==> src/rtl/sort_12_frame_loader.sv <==
// Gathers a serial 32-bit word stream into a 12-lane frame for the sorting network; short frames pad with PAD.
// Define SORT12_LOADER_PINGPONG_EN for a double-buffered build that fills one frame while presenting the other.
module sort_12_frame_loader #(
  parameter int unsigned LANES = 12,
  parameter logic [31:0] PAD   = 32'hFFFF_FFFF
) (
  input  logic        clk,
  input  logic        rst,
  input  logic        in_valid,
  output logic        in_ready,
  input  logic [31:0] in_data,
  input  logic        in_last,
  output logic        frame_valid,
  input  logic        frame_ready,
  output logic [31:0] data_0,
  output logic [31:0] data_1,
  output logic [31:0] data_2,
  output logic [31:0] data_3,
  output logic [31:0] data_4,
  output logic [31:0] data_5,
  output logic [31:0] data_6,
  output logic [31:0] data_7,
  output logic [31:0] data_8,
  output logic [31:0] data_9,
  output logic [31:0] data_10,
  output logic [31:0] data_11,
  output logic [3:0]  frame_count
);

  typedef enum logic {FILL, HOLD} buf_state_t;

  logic [31:0] lane_q [LANES];
  logic [3:0]  idx;
  logic        word_acc;
  logic        closing;

  assign word_acc = in_valid && in_ready;
  assign closing  = in_last || (idx == 4'(LANES - 1));

`ifdef SORT12_LOADER_PINGPONG_EN
  buf_state_t  st    [2];
  logic [31:0] lanes [2][LANES];
  logic [3:0]  cnt   [2];
  logic        wsel;
  logic        rsel;

  // Fill and present pointers alternate strictly, so the fill buffer is only
  // ever in HOLD when both buffers hold frames.
  assign in_ready    = (st[wsel] == FILL) && !rst;
  assign frame_valid = (st[rsel] == HOLD);
  assign frame_count = cnt[rsel];

  always_comb begin
    for (int unsigned k = 0; k < LANES; k++) lane_q[k] = lanes[rsel][k];
  end

  always_ff @(posedge clk) begin
    if (rst) begin
      for (int unsigned b = 0; b < 2; b++) begin
        st[b]  <= FILL;
        cnt[b] <= '0;
        for (int unsigned k = 0; k < LANES; k++) lanes[b][k] <= PAD;
      end
      wsel <= 1'b0;
      rsel <= 1'b0;
      idx  <= '0;
    end else begin
      // Release and close touch different buffers, so both may happen in one cycle.
      if (frame_valid && frame_ready) begin
        st[rsel]  <= FILL;
        cnt[rsel] <= '0;
        for (int unsigned k = 0; k < LANES; k++) lanes[rsel][k] <= PAD;
        rsel <= ~rsel;
      end
      if (word_acc) begin
        lanes[wsel][idx] <= in_data;
        if (closing) begin
          st[wsel]  <= HOLD;
          cnt[wsel] <= idx + 4'd1;
          idx       <= '0;
          wsel      <= ~wsel;
        end else begin
          idx <= idx + 4'd1;
        end
      end
    end
  end
`else
  buf_state_t  state;
  logic [3:0]  cnt;

  assign in_ready    = (state == FILL) && !rst;
  assign frame_valid = (state == HOLD);
  assign frame_count = cnt;

  always_ff @(posedge clk) begin
    if (rst) begin
      state <= FILL;
      cnt   <= '0;
      idx   <= '0;
      for (int unsigned k = 0; k < LANES; k++) lane_q[k] <= PAD;
    end else begin
      case (state)
        FILL: begin
          if (word_acc) begin
            lane_q[idx] <= in_data;
            if (closing) begin
              state <= HOLD;
              cnt   <= idx + 4'd1;
              idx   <= '0;
            end else begin
              idx <= idx + 4'd1;
            end
          end
        end
        HOLD: begin
          if (frame_ready) begin
            state <= FILL;
            cnt   <= '0;
            for (int unsigned k = 0; k < LANES; k++) lane_q[k] <= PAD;
          end
        end
        default: state <= FILL;
      endcase
    end
  end
`endif

  assign data_0  = lane_q[0];
  assign data_1  = lane_q[1];
  assign data_2  = lane_q[2];
  assign data_3  = lane_q[3];
  assign data_4  = lane_q[4];
  assign data_5  = lane_q[5];
  assign data_6  = lane_q[6];
  assign data_7  = lane_q[7];
  assign data_8  = lane_q[8];
  assign data_9  = lane_q[9];
  assign data_10 = lane_q[10];
  assign data_11 = lane_q[11];

endmodule

==> config.mk <==
export PLATFORM = sky130hd
export DESIGN_NAME = sort_12_frame_loader
export DESIGN_NICKNAME = d
export VERILOG_FILES = /design/src/rtl/sort_12_frame_loader.sv
export SDC_FILE = /design/constraint.sdc
export NUM_CORES = 1
export LEC_CHECK = 0
export ABC_CLOCK_PERIOD_IN_PS = 6720
export CELL_PAD_IN_SITES_DETAIL_PLACEMENT = 1
export CELL_PAD_IN_SITES_GLOBAL_PLACEMENT = 2
export CORE_MARGIN = 2
export CORE_UTILIZATION = 37
export CTS_BUF_LIST = sky130_fd_sc_hd__clkbuf_4
export CTS_CLUSTER_SIZE = 20
export DETAILED_ROUTE_END_ITERATION = 6
export HOLD_SLACK_MARGIN = 0.12
export PLACE_DENSITY = 0.88
export SYNTH_ARGS = -nofsm -noshare
export SYNTH_HDL_FRONTEND = slang
export SYNTH_SLANG_ARGS = --single-unit
==> constraint.sdc <==
create_clock -name clk -period 6.72 [get_ports clk]
set_input_delay 0.672 -clock clk [delete_from_list [all_inputs] [get_ports clk]]
set_output_delay 0.672 -clock clk [all_outputs]
set_load 0.005 [all_outputs]
==> impl_metrics.py <==
metrics = {
    "place": {
        "placed_area_um2": 19600,
        "placedCellCount": 1805,
        "dp_hpwl_um": 32100,
        "placement.setup.worst_slack_ns": 2.34,
        "place.gp.congestion": 0.796,
        "portBuffers": 426,
    },
    "worst_setup_path": {
        "worst_ep_arrival_time_ns": 3.92,
        "setup.worst_path.end_class": "flop",
        "path_max_fanout": 34,
        "cp_data_required_time_ns": 7.10,
        "timing_worst_setup_path_type": "in -> reg",
        "worst_setup_path_start_kind": "input pin",
    },
    "power": {
        "power_density_nw_per_um2": 239,
        "leakage_uw": 0.00599,
        "ir_worst_vdd_v": 0.000162,
    },
    "floorplan": {
        "die-width_um": 205,
        "floorplan.io_pins": 427,
        "start_util_pct": 37.6,
        "floorplan.rows": 73,
        "core-area_um2": 39900,
        "design.die.area_um2": 42200,
        "floorplan.die.height_um": 205,
    },
    "clock_tree": {
        "insertion_delay_ns": 0.81,
        "numCtsBuffers": 104,
        "htree_num_levels": 3,
        "clock_tree_from_tritoncts": "built",
        "post_cts_resize_count": 0,
        "clockRootBuffer": "sky130_fd_sc_hd__clkbuf_4",
        "post_cts.repair.setup_buffers": 0,
        "cts_hold_buf": 0,
        "clock-sinks": 393,
        "worst_setup_hold_path_clk_slew_ns": 0.06,
        "clk_path_buf_depth": 3,
    },
    "drt": {
        "iteration_0_drc_markers": 445,
        "detail_route.drc_violations": 0,
        "highest_layer": "met4",
        "route.layer.met1.wl_um": 18700,
        "dr.pass1.iters": 4,
        "routed_wirelength_normalized_by_instance_count_um": 24.4,
        "dr_wl_met2_um": 24200,
        "wl_met3_um": 4630,
        "ant_nets": 0,
        "post_drt_via_cell_ratio": 4.67,
        "routed_wirelength_um": 48600,
        "vias_post_dr": 9290,
    },
    "timing": {
        "skew_ns": 0.0369,
        "setup_viol_count_final": 0,
        "finalMaxSlewViolations": 0,
        "final_report_hold_violation_count": 0,
        "post_layout_worst_setup_margin_ns": 3.19,
        "setup_tns_ns": 0,
        "finalCritPeriodShare_pct": 52.6,
        "top_achievable_clock_speed_mhz": 283,
        "max-slew-margin-rel_pct": 30.7,
        "timing.final.crit_period_ns": 3.53,
        "grt_setup_unrepaired": "no",
        "max_slew.worst_pin.slew_ns": 1.04,
        "hold_slack_ns": 0.466,
    },
    "global_routing": {
        "maximum_number_of_pins_on_one_net_before_global_route_repair": 34,
        "grt_util_all_layers_pct": 22.9,
        "first_pass_grt_wire_length_um": 68100,
        "number_of_global_route_vias_before_repair": 9974,
        "grt-ovfl-total": 0,
        "grt_antenna_before_repair": 2,
    },
    "cells_and_area": {
        "final_nets": 1427,
        "area_growth_pct": 39.5,
        "layout.cells.non_filler": 1989,
        "most_common_cell_after_layout_fill_and_taps_aside": "sky130_fd_sc_hd__clkdlybuf4s50_1",
        "final_cell_mix": "sky130_fd_sc_hd__clkdlybuf4s50_1, sky130_fd_sc_hd__edfxtp_1, sky130_fd_sc_hd__or2_2",
        "design_area_um2": 20900,
        "final_layout_size_suffix_gt1_share_pct": 27.4,
    },
    "outcome": {
        "status": "finished, final reports clean",
    },
    "logic_synthesis": {
        "synth_seq_cells": 393,
        "sequential_fraction_of_the_synthesis_area_pct": 78.0,
        "post_synth_instance_area_um2": 15000,
        "netlist_instances": 921,
        "post_synth_num_cell_types": 27,
        "mappedNetlistNets": 962,
        "postSynthAreaPerCell_um2": 16.3,
        "yosysWarnings": 0,
    },
    "run": {
        "maximum_capacitance_violations": 0,
    },
    "worst_hold_path": {
        "min-delay-path-class": "reg -> reg",
    },
}
sequential cells by signal, summed over array words and instances (netlist names):
signal,count
frame_count,4
frame_valid,1
idx,4
lane_q,384
synth_stat cells:
master                       n  area [um2]
sky130_fd_sc_hd__clkbuf_1   51         191
sky130_fd_sc_hd__nand4_1     3        18.8
sky130_fd_sc_hd__a21o_1      1        7.51
sky130_fd_sc_hd__inv_1       3        11.3
sky130_fd_sc_hd__o21ai_0     2        10.0
sky130_fd_sc_hd__nand3b_1    1        7.51
sky130_fd_sc_hd__nand2_1    19        71.3
sky130_fd_sc_hd__or2_1     174        1090
sky130_fd_sc_hd__nor3b_4     1        18.8
sky130_fd_sc_hd__clkbuf_2    2        10.0
sky130_fd_sc_hd__xor2_1      1        8.76
sky130_fd_sc_hd__edfxtp_1  384       11500
sky130_fd_sc_hd__and2b_1     2        15.0
sky130_fd_sc_hd__dfxtp_1     9         180
sky130_fd_sc_hd__or2_2     211        1320
sky130_fd_sc_hd__or3b_2      1        8.76
sky130_fd_sc_hd__nor2_1      4        15.0
sky130_fd_sc_hd__nor2b_1     1        6.26
sky130_fd_sc_hd__buf_2       3        15.0
sky130_fd_sc_hd__nand3_1     8        40.0
sky130_fd_sc_hd__nand3_4     6         105
sky130_fd_sc_hd__ha_1        4        50.1
sky130_fd_sc_hd__or2b_1      1        7.51
sky130_fd_sc_hd__buf_6      17         191
sky130_fd_sc_hd__a21oi_1     5        25.0
sky130_fd_sc_hd__nand2b_1    2        12.5
sky130_fd_sc_hd__mux2i_1     5        50.1
kinds of logic after synthesis:
group	share of synthesized area, %
simple gates	18.2
fa+ha+maj	0.333
buf+inv	2.79
flops	78.0
xor+xnor	0.0583
compound gates	0.283
mux	0.333
where the power goes:
| part | total (uW) | switching [uW] | internal, uW |
|---|---|---|---|
| combinational | 187 | 142 | 45.4 |
| sequential | 2710 | 4.34 | 2700 |
| clock | 2120 | 988 | 1130 |
layer usage:
| metal | vias to the layer above | GRT usage, % |
|---|---|---|
| met3 | 63 | 9.72 |
| met2 | 413 | 38.6 |
| met5 | - | 0 |
| met1 | 4652 | 26.5 |
| li1 | 4162 | - |
| met4 | 0 | 7.04 |
final cells by class:
type                       instances  area (um2)
multi-input combinational        452        2920
tap                              525         657
clock buffer                     150        1130
inverter                           3        11.3
fill                            3874       19000
clock inverter                    27         190
sequential                       393       11700
antenna                            7        17.5
timing repair buffer             432        4310
critical path: stages:
cell,delay [ns]
sky130_fd_sc_hd__clkdlybuf4s50_1,0.63
sky130_fd_sc_hd__nor3b_4,0.92
sky130_fd_sc_hd__nand3_2,0.76
sky130_fd_sc_hd__nand2_2,0.92
per-stage QoR:
step	total power (uW)	utilization (%)
6_report	5010	52.5
5_1_grt	5200	52.4
3_3_place_gp	2940	49.1
2_1_floorplan	2840	-
4_1_cts	5070	52.4
3_5_place_dp	2950	49.1
path summary, 6_finish.rpt:
check | cells past startpoint | startpoint | slack [ns] | to
worst min register to register | 2 | frame_count[1]$_SDFFE_PP0P_ | 0.47 | frame_count[1]$_SDFFE_PP0P_
worst max register to register | 3 | frame_valid$_SDFF_PP0_ | 3.40 | lane_q[1][7]$_SDFFCE_PN1P_
worst max-delay path | 4 | rst | 3.19 | lane_q[1][7]$_SDFFCE_PN1P_
worst min-delay path | 2 | frame_count[1]$_SDFFE_PP0P_ | 0.47 | frame_count[1]$_SDFFE_PP0P_
Power figures use the tool's default switching activity.
